--- config.mk ---
export PLATFORM = sky130hd
export DESIGN_NAME = svc_rv_io_console
export DESIGN_NICKNAME = d
export VERILOG_FILES = /design/src/rtl/svc_rv_io_console.sv
export SDC_FILE = /design/constraint.sdc
export NUM_CORES = 1
export LEC_CHECK = 0
export CAP_MARGIN = 20
export CORE_ASPECT_RATIO = 0.7
export CORE_MARGIN = 2
export CORE_UTILIZATION = 50
export CTS_BUF_LIST = sky130_fd_sc_hd__clkbuf_2 sky130_fd_sc_hd__clkbuf_4 sky130_fd_sc_hd__clkbuf_8
export DETAILED_ROUTE_END_ITERATION = 7
export PLACE_DENSITY_LB_ADDON = 0.25
export SYNTH_ARGS = -nofsm -noshare
export SYNTH_HDL_FRONTEND = slang
export SYNTH_SLANG_ARGS = --single-unit
--- constraint.sdc ---
create_clock -name clk -period 3.3 [get_ports clk]
set_input_delay 0.66 -clock clk [delete_from_list [all_inputs] [get_ports clk]]
set_output_delay 0.66 -clock clk [all_outputs]
set_load 0.02 [all_outputs]
--- src/rtl/svc_rv_io_console.sv ---
// MMIO console: CPU stores push bytes into a TX FIFO drained over a valid/ready byte stream.
// Optional SVC_RV_IO_CONSOLE_ECHO_EN echoes each accepted byte with $write in simulation only.
module svc_rv_io_console #(
  parameter int FIFO_DEPTH = 16,
  parameter int CW         = $clog2(FIFO_DEPTH + 1)
) (
  input  logic        clk,
  input  logic        rst_n,
  input  logic [31:0] io_raddr,
  output logic [31:0] io_rdata,
  input  logic        io_wen,
  input  logic [31:0] io_waddr,
  input  logic [31:0] io_wdata,
  input  logic [3:0]  io_wstrb,
  output logic        tx_valid,
  output logic [7:0]  tx_data,
  input  logic        tx_ready
);

  localparam int AW = $clog2(FIFO_DEPTH);

  logic [7:0]    r_mem [FIFO_DEPTH];
  logic [AW-1:0] r_wr_ptr;
  logic [AW-1:0] r_rd_ptr;
  logic [CW-1:0] r_count;
  logic          r_drain_en;
  logic [31:0]   r_dropped;
  logic [31:0]   r_rdata;

  logic          w_push_req;
  logic          w_ctrl_wr;
  logic          w_full;
  logic          w_empty;
  logic          w_tx_valid;
  logic          w_pop;
  logic          w_push_ok;
  logic          w_drop;
  logic [31:0]   w_status;
  logic [31:0]   w_rdata;
  logic          w_unused;

  assign w_push_req = io_wen && (io_waddr[3:2] == 2'd0) && io_wstrb[0];
  assign w_ctrl_wr  = io_wen && (io_waddr[3:2] == 2'd2) && io_wstrb[0];
  assign w_full     = (r_count == CW'(FIFO_DEPTH));
  assign w_empty    = (r_count == '0);
  assign w_tx_valid = r_drain_en && !w_empty;
  assign w_pop      = w_tx_valid && tx_ready;
  // A push into a full FIFO still fits when the head leaves in the same cycle.
  assign w_push_ok  = w_push_req && (!w_full || w_pop);
  assign w_drop     = w_push_req && !w_push_ok;

  assign tx_valid = w_tx_valid;
  assign tx_data  = r_mem[r_rd_ptr];
  assign io_rdata = r_rdata;

  assign w_unused = ^{io_raddr[31:4], io_raddr[1:0], io_waddr[31:4], io_waddr[1:0],
                      io_wdata[31:8], io_wstrb[3:1]};

  always_ff @(posedge clk or negedge rst_n) begin
    if (!rst_n) begin
      for (int i = 0; i < FIFO_DEPTH; i++) r_mem[i] <= 8'h00;
    end else if (w_push_ok) begin
      r_mem[r_wr_ptr] <= io_wdata[7:0];
    end
  end

  always_ff @(posedge clk or negedge rst_n) begin
    if (!rst_n) begin
      r_wr_ptr <= '0;
      r_rd_ptr <= '0;
      r_count  <= '0;
    end else begin
      if (w_push_ok) r_wr_ptr <= r_wr_ptr + AW'(1);
      if (w_pop)     r_rd_ptr <= r_rd_ptr + AW'(1);
      if (w_push_ok && !w_pop)      r_count <= r_count + CW'(1);
      else if (w_pop && !w_push_ok) r_count <= r_count - CW'(1);
    end
  end

  always_ff @(posedge clk or negedge rst_n) begin
    if (!rst_n) begin
      r_drain_en <= 1'b1;
      r_dropped  <= '0;
    end else begin
      if (w_ctrl_wr) r_drain_en <= io_wdata[0];
      if (w_drop && (r_dropped != 32'hFFFF_FFFF)) r_dropped <= r_dropped + 32'd1;
    end
  end

  always_comb begin
    w_status          = '0;
    w_status[0]       = w_full;
    w_status[1]       = w_empty;
    w_status[8 +: CW] = r_count;
  end

  always_comb begin
    w_rdata = '0;
    case (io_raddr[3:2])
      2'd1:    w_rdata = w_status;
      2'd2:    w_rdata = {31'd0, r_drain_en};
      2'd3:    w_rdata = r_dropped;
      default: w_rdata = '0;
    endcase
  end

  // Registered before this cycle's write lands, so reads see the old value.
  always_ff @(posedge clk or negedge rst_n) begin
    if (!rst_n) r_rdata <= '0;
    else        r_rdata <= w_rdata;
  end

`ifdef SVC_RV_IO_CONSOLE_ECHO_EN
`ifndef SYNTHESIS
  always_ff @(posedge clk) begin
    if (rst_n && w_push_ok) $write("%c", io_wdata[7:0]);
  end
`endif
`endif

endmodule

After elaboration in Yosys (flattened, before gate mapping)
Index checks and enable logic that the tools add are counted.

Register bits: 206. Input port bits: 104.

$add $sub $neg: 5. Magnitude comparators: 3. Equal/unequal tests: 6. Multiplexer cells: 9. Bitwise gates (word level): 2. Reductions and logical operators: 20.

Operator list (number): bitwise mux 128 bit (1); case mux 32 bit (3 select lines) (1); adder 32 x 1 -> 32 bit, second input constant (1); binary-select mux 8 bit (select 4 bit) (1); demux 8 bit (select 4 bit) (1); != test 32 bit, second input constant (1); two-way mux 8 bit (3); logical AND 1 bit (12); greater-or-equal comparator 5 bit, second input constant (2); two-way mux 5 bit (2); NOT 4 -> 5 bit (2); adder 4 x 1 -> 4 bit, second input constant (2); equality test 2 bit, second input constant (3); adder 5 x 1 -> 5 bit, second input constant (1); equality test 5 bit, second input constant (1); zero test 5 bit (1); less-than comparator 5 x 1 -> 1 bit, second input constant (1); subtractor 5 x 1 -> 5 bit, second input constant (1); zero test 1 bit (4); equality test 2 x 1 -> 1 bit, second input constant (1); zero test 2 bit (1); nonzero test 2 bit (1); logical OR 1 bit (1).

Longest topological paths before layout
Gate-level depths: netlist of run 1.

Depth in word-level cells: 10. Depth in mapped cells: 12. Depth with buffers taken out: 12.

Worst setup path before layout of run 1
No wires, ideal clock.

Kind: input-to-reg. Start point: input port io_waddr[2]. End point: register r_count[4]. Setup time: 0.125 ns. Arrival: 2.607 ns. Path slack: 0.567 ns. Stages on the path: 11. Path buffers: 1. Cell sequence: nand4bb_1 -> a31oi_1 -> buf_2 -> ha_1 -> inv_1 -> fa_1 -> a21o_1 -> a21oi_1 -> xnor2_1 -> nor2_1 -> xor2_1.

Cells in the longest elaborated chain, start to end: 7. Elaborated cells on any way between the ends: 9. Those cells by class: 1 x mux; 8 x reduce/logical.

Ends and longest elaborated chain: start, declared (RTL line 12) `input logic [31:0] io_waddr,`; zero test 2 bit (*) (RTL line 42) `assign w_push_req = io_wen && (io_waddr[3:2] == 2'd0) && io_wstrb[0];`; logical AND 1 bit (*) (2 in a row) (RTL line 42); logical AND 1 bit (*) (RTL line 49) `assign w_push_ok = w_push_req && (!w_full || w_pop);`; named net w_push_ok (RTL line 36) `logic w_push_ok;`; zero test 1 bit (RTL line 76) `else if (w_pop && !w_push_ok) r_count <= r_count - CW'(1);`; logical AND 1 bit (RTL line 76); nonzero test 2 bit (no line); end signal, assigned (RTL line 75) `if (w_push_ok && !w_pop) r_count <= r_count + CW'(1);`; end signal, assigned (RTL line 76); end, declared (RTL line 25) `logic [CW-1:0] r_count;`.

Mark *: on every way through the listed nets, which the timed path passes. The rest lies on a longest branch. A chain may end at the register's enable or synchronous reset.

Worst setup path in the final report of run 1
Start point: register r_rd_ptr[0]. End point: output port tx_data[0].

Cells in the longest elaborated chain, start to end: 4.

Ends and longest elaborated chain: start, declared (RTL line 24) `logic [AW-1:0] r_rd_ptr;`; start signal, assigned (RTL line 74) `if (w_pop) r_rd_ptr <= r_rd_ptr + AW'(1);`; NOT 4 -> 5 bit (not written as such) (RTL line 53) `assign tx_data = r_mem[r_rd_ptr];`; binary-select mux 8 bit (select 4 bit) (RTL line 53); two-way mux 8 bit (not written as such) (2 in a row) (RTL line 53); end, declared (RTL line 16) `output logic [7:0] tx_data,`.

No other way between the ends. The select of a mux whose other input is x is not followed.

==> results.md, run 1 <==
* Run status: completed
* First-pass DRT Iterations at 5
* Relative slew slack at 0.519
* CP required at 2.64 ns
* Min-delay worst type: input port to async pin
* Synth Area in Adders at 0.0159
* Width of the die at 166 µm
* Ys flop type: dfrtp_1
* Crit Path Category: flip-flop to output pin
* Area delta synth->final at 17.8%
* Max_cap viols at 0
* Layout Nets at 812
* Yosys top cell by area: dfrtp_1
* Final Critical Period at 3.23 ns
* Via count at about 5500
* Initial drt markers at 300
* Initial antenna violation count at 0
* Worst setup EP type: output pin
* WL final at ~19000 µm
* Vias in the first global route at between 5000 and 6000
* Initial Util at 0.510
* Mapped Nets at between 700 and 800
* First-pass GRT wire length at 31200 µm
* Post-Syn Area per Cell at 14.8 µm²
* Post-synth cell types at 39
* Final setup viols at 0
* Antenna cells at 0
* Hold_buf cts at 0
* Clk slew on worst S/H paths at about 0.06 ns
* Worst-case clock buffer depth at 3
* Mux cell area share after synthesis at 0.266
* Rows at 41
* Async S/R FF share, synth at 1.00
* Critical path arrival at roughly 2.6 ns
* Sink Count at 206
* Largest family of logic cells by synthesized area: multiplexers
* Worst Setup Start Kind: flip-flop
* Dpl cells at a little under 900
* Pwr Density at a little over 700 nW/µm²
* Max Clk Rate at 0.309 GHz
* Final GP Congestion at 0.789
* DP Wirelength at 12900 µm
* Largest net degree at the start of global routing at 82
* Synth Area in Compound Gates at 0.0101
* Final ANT Viol Nets at 0
* Final critical-path share of the clock period at 0.980
* Die ar. at between 15000 and 20000 µm²
* Post-Synth XOR/XNOR Area at 0.0402
* Crit-path slowest cell: mux4_2
* IO Port Bufs at 57
* CP top delay family: multiplexers
* Design area at 10800 µm²
* Leak at ~5.1 nW
* CTS buffer count at 34
* Seq/Total Area, Yosys at 0.563
* Worst Tran Pin Value at 0.719 ns
* Top Ports at 145
* Fin Clk Skew at 0.0116 ns
* Cells after Synth at 619
* Final Max Slew Viols at 0
* Gr ovfl total at 0
* Met3 Use GR at 0.0454
* Ys Warns at 0
* Gr busiest metal: met2
* Crit Path Max Fanout at 10
* Most area-consuming cells after synthesis: dfrtp_1 (56%), mux2_2 (16%), mux4_2 (9.8%)
* Final cell count without fillers at 955
* Overall Global Routing Usage at 0.208
* GRT met2 Usage at 0.312
* Clock Latency Late Sink at 0.50 ns
* Core ar. at 18000 µm²
* H-tree levels at 2
* Seq cells post-synth at 206
* Drt via density at 5.71
* Root buffer cell: clkbuf_8
* RSZ-0062 raised after global routing: false
* Synth top area share at 0.560
* Fin. Hold Viols at 0
* Peak supply drop at 360 µV
* Routed WL per cell at 20.4 µm
* Crit-path max cell delay at 0.55 ns
* DRC errors left at 0
* Post-Synth Simple-Gate Area at 0.0856
* Chip height at 117 µm
* Post-Syn Area at 9150 µm²
* DP Area at 10100 µm²
* Met1 GRT Util at 0.308
* Setup_tns at 0 ns
* Post-synth EDFFs at 0
* WP buf/inv at 3
* Critical path, cell by cell: buf_12 > buf_12 > mux4_2 > mux4_2 > clkbuf_2
* Layout cells sized above 1 at 0.369
* CTS tree: built
## placed cells by master (no fill, tap or decap), types with 2 or more instances in the layout
cell type,instances
dfrtp_1,204
mux2_2,132
clkdlybuf4s50_1,48
clkbuf_8,41
mux4_2,40
xnor2_1,38
and3_1,30
nand3_1,28
nand4_1,22
nand2_1,18
clkbuf_4,16
buf_4,14
ha_1,10
nor2b_1,9
nor2_1,7
inv_1,6
mux2i_1,5
buf_12,5
o21ai_0,4
xor2_1,4
dlygate4sd2_1,4
a21oi_1,3
nor3_1,2
a21o_1,2
nand4b_1,2
nor4_4,2
clkbuf_2,2
clkdlybuf4s15_1,2
## repair_timing
action,4_1_cts,5_1_grt
gates cloned,0,1
setup buffers,0,2
resized for setup,10,4
setup endpoints to repair,8,4
## metrics by stage
| stage | worst slack [ns] | hold slack [ns] | util | power (mW) |
|---|---|---|---|---|
| final | 0.0669 | 0.174 | 0.600 | 7.73 |
| after global placement | 0.135 | 0.481 | 0.560 | 5.41 |
| after detailed placement | 0.109 | 0.488 | 0.560 | 5.52 |
| after global routing | 0.0113 | 0.216 | 0.600 | 8.13 |
| after CTS | 0.0166 | 0.182 | 0.598 | 7.73 |
| after floorplan | 0.567 | 0.364 | - | 4.78 |
## per-layer routing
| metal | vias to the layer above | share of wire |
|---|---|---|
| met4 | 0 | 0.016 |
| met3 | 24 | 0.048 |
| met2 | 119 | 0.46 |
| li1 | 2428 | - |
| met1 | 2882 | 0.48 |
| met5 | - | 0 |
## path summary, 6_finish.rpt
kind                                    startpoint                        end  slack (ns)  depth (start not counted)
max in group asynchronous                    rst_n      r_mem[91]$_DFFE_PN0P_        2.24                          2
setup / recovery           r_rd_ptr[0]$_DFFE_PN0P_                 tx_data[0]        0.07                          5
setup reg to reg            r_count[0]$_DFFE_PN0P_     r_count[4]$_DFFE_PN0P_        0.28                         12
min in group clk             r_mem[34]$_DFFE_PN0P_      r_mem[34]$_DFFE_PN0P_        0.50                          1
hold / removal                               rst_n  r_dropped[23]$_DFFE_PN0P_        0.17                          1
hold reg to reg              r_mem[34]$_DFFE_PN0P_      r_mem[34]$_DFFE_PN0P_        0.50                          1
## state kept, by name, summed over array words and instances, names as in the netlist
register,flops
r_rd_ptr,4
r_mem,128
r_drain_en,1
io_rdata,32
r_dropped,32
r_count,5
r_wr_ptr,4
## kinds of logic (layout without fill, tap and decap cells)
group	after synthesis	after routing
compound gates	12	12
mux	177	177
flops	206	206
simple gates	130	130
xor+xnor	42	42
buf+inv	41	141
fa+ha+maj	11	11
## power by group
group,leakage (nW),switching (mW),internal (mW)
sequential,2.81,0.376,3.03
combinational,1.95,0.943,1.16
clock,0.365,0.947,1.28
total,5.12,2.27,5.46
## synth_stat cells, types with 2 or more instances
library cell and n:
inv_1 6, mux2_2 132, buf_1 4, a21oi_1 3, o21ai_0 4, nand2_1 18
mux4_2 40, nand4b_1 2, nor3_1 2, mux2i_1 5, xnor2_1 38, nand3_1 28
dfrtp_1 205, clkbuf_1 24, nor2b_1 9, and3_1 30, buf_2 6, ha_1 10
xor2_1 4, nor2_1 7, a21o_1 2, nand4_1 22, nor4_4 2
## layout make-up
cell class                 instances  area (µm²)
fill                            1342        7170
multi-input combinational        372        3830
clock buffer                      56         671
tap                              236         295
sequential                       206        5160
inverter                           6        22.5
timing repair buffer              77         790
clock inverter                     2        12.5
Power figures use the tool's default switching activity.
==> run 2, diff against run 1 <==
- SETUP_SLACK_MARGIN: unset -> 0.15
==> run 2 against run 1 <==
Effect of this change:
- clock skew increased by 0.0094 ns
- global-route usage increased by 0.17 points
- routed wire length increased by 0.41%
- largest power group unchanged
- register-to-register slack improved by 0.10 ns
- core utilization increased by 0.063 points
- worst setup slack improved by 0.13 ns
- non-clock buffer count increased by 3
- sequential power about the same
- sequential cell count unchanged
- first-iteration DRC count increased by 20%
- via count increased by 0.72%
- cell count increased by 0.31%
==> results.md, run 2 (synthesis results as in run 1) <==
* WL final at 19600 µm (+0.41%)
* Worst Setup Start Kind: flip-flop
* Multi-input logic area at 3830 µm² (about the same)
* DRC errors left at 0 (unchanged)
* Clock Latency Late Sink at 0.51 ns (about the same)
* Leak at 5.13 nW (about the same)
* Via count at 5492 (+0.72%)
* Initial drt markers at 361 (+20%)
* Clk slew on worst S/H paths at 0.06 ns (about the same)
* Gr ovfl total at 0 (unchanged)
* Sink Count at 206 (unchanged)
* Total power at 7.76 mW (+0.45%)
* CTS buffer count at 34 (unchanged)
* Worst-case clock buffer depth at 3 (unchanged)
* Final Max Slew Viols at 0 (unchanged)
* Largest net degree at the start of global routing at 82 (unchanged)
* Antenna cells at 0 (unchanged)
* Final setup viols at 0 (unchanged)
* First-pass DRT Iterations at 4 (-1)
* Rows at 41 (unchanged)
* CP required at 2.64 ns (about the same)
* Number of flip-flops under the largest register name at 128 (unchanged)
* Drt via density at 5.73 (+0.40%)
* Vias in the first global route at 5598 (+0.14%)
* Setup WS post-layout at 0.192 ns (+0.125 ns)
* Crit Path Max Fanout at 10 (unchanged)
* DP Wirelength at 12900 µm (unchanged)
* Min-delay worst type: input port to async pin
* Fin. Hold Viols at 0 (unchanged)
* Routed WL per cell at 20.4 µm (about the same)
* Overall Global Routing Usage at 0.209 (+0.00167)
* Worst setup EP type: output pin
* Die ar. at 19400 µm² (unchanged)
* Chip height at 117 µm (unchanged)
* RSZ-0062 raised after global routing: true
* Area delta synth->final at 17.9%
* Pre-CTS WS at 0.109 ns (unchanged)
* Max Clk Rate at 0.322 GHz (+4.0%)
* Final Critical Period at 3.11 ns (-0.125 ns)
* Critical path arrival at 2.45 ns (-0.12 ns)
* Register area at 5160 µm² (about the same)
* Setup_tns at 0 ns (unchanged)
* Relative slew slack at 0.516 (-0.00280)
* H-tree levels at 2 (unchanged)
* Initial antenna violation count at 0 (unchanged)
* First-pass GRT wire length at 31400 µm (+0.78%)
* Top Ports at 145 (unchanged)
* Crit Path Category: flip-flop to output pin
* Filler Cell Count at 1343 (+0.075%)
* Core ar. at 18000 µm² (unchanged)
* CTS tree: built
* Root buffer cell: clkbuf_8
* IO Port Bufs at 57 (unchanged)
* Largest reg by FF count: r_mem
* Width of the die at 166 µm (unchanged)
* Layout Nets at 815 (+0.37%)
* Hold_buf cts at 0 (unchanged)
* Fin Clk Skew at 0.0210 ns (+0.00945 ns)
* Layout cells sized above 1 at 0.385 (+0.0165)
* Final GP Congestion at 0.789 (unchanged)
* Initial Util at 0.510 (unchanged)
* Worst Tran Pin Value at 0.724 ns (+0.00419 ns)
* Pwr Density at 719 nW/µm² (+0.35%)
* Run status: completed
* Peak supply drop at 361 µV (+0.11%)
* Max_cap viols at 0 (unchanged)
* Most frequent cells in the layout: dfrtp_1 (202), mux2_2 (132), clkdlybuf4s50_1 (48), clkbuf_8 (41), mux4_2 (40)
* Final ANT Viol Nets at 0 (unchanged)
* Commonest non-fill, non-tap cell in the layout: dfrtp_1
* Final critical-path share of the clock period at 0.942 (-0.0379)
[run 2: changes by cell type in the layout (fill, tap and decap cells not counted), sizes merged]
| cell | delta |
|---|---|
| clkbuf | -3 |
| buf | +11 |
| clkdlybuf4s15 | -1 |
| dlygate4sd2 | -4 |
[run 2: routing by layer]
metal,up-vias,global-route usage,wire length (µm)
met5,-,0,0
met4,0,0.0626,294
met3,22,0.0390,868
met2,129,0.316,9000
met1,2901,0.313,9400
li1,2440,-,-
[run 2: repair_timing]
item,CTS,global route
gates cloned,1,0
pin swaps,0,0
endpoints found under the setup margin,8,5
endpoints found under the hold margin,0,0
buffers inserted,1,4
resized for setup,29,7
[run 2: worst paths after layout]
| kind | depth (start not counted) | slack, ns | startpoint | endpoint |
|---|---|---|---|---|
| setup / recovery | 4 | 0.19 | r_rd_ptr[0]$_DFFE_PN0P_ | tx_data[3] |
| hold / removal | 1 | 0.17 | rst_n | r_dropped[23]$_DFFE_PN0P_ |
| setup reg to reg | 12 | 0.38 | r_count[1]$_DFFE_PN0P_ | r_count[4]$_DFFE_PN0P_ |
| hold reg to reg | 1 | 0.50 | r_mem[34]$_DFFE_PN0P_ | r_mem[34]$_DFFE_PN0P_ |
| max in group asynchronous | 2 | 2.23 | rst_n | r_mem[61]$_DFFE_PN0P_ |
| min in group clk | 1 | 0.50 | r_mem[34]$_DFFE_PN0P_ | r_mem[34]$_DFFE_PN0P_ |
[run 2: where the power goes]
group          internal, mW  total [mW]  switching (mW)
sequential             3.03        3.40           0.375
clock                  1.28        2.22           0.943
combinational          1.18        2.14           0.961
[run 2: cell type report]
cell class                      count  area share
Timing Repair Buffer               80      0.0737
Tap cell                          236      0.0274
Clock inverter                      2     0.00116
Multi-Input combinational cell    372       0.355
Clock buffer                       56      0.0621
Sequential cell                   206       0.478
Inverter                            6     0.00209
[run 2: through the flow]
stage | util | hold slack (ns) | cell area (µm²) | std cells
2_1_floorplan | - | 0.364 | 9150 | 619
3_3_place_gp | 0.560 | 0.481 | 10100 | 894
3_5_place_dp | 0.560 | 0.488 | 10100 | 894
4_1_cts | 0.600 | 0.182 | 10800 | 954
5_1_grt | 0.601 | 0.221 | 10800 | 958
6_report | 0.601 | 0.170 | 10800 | 958
[run 2: critical path: stages (launching register included)]
cell	delay, ns
dfrtp_2	0.45
buf_12	0.17
mux4_2	0.58
mux4_2	0.47
clkdlybuf4s15_2	0.27
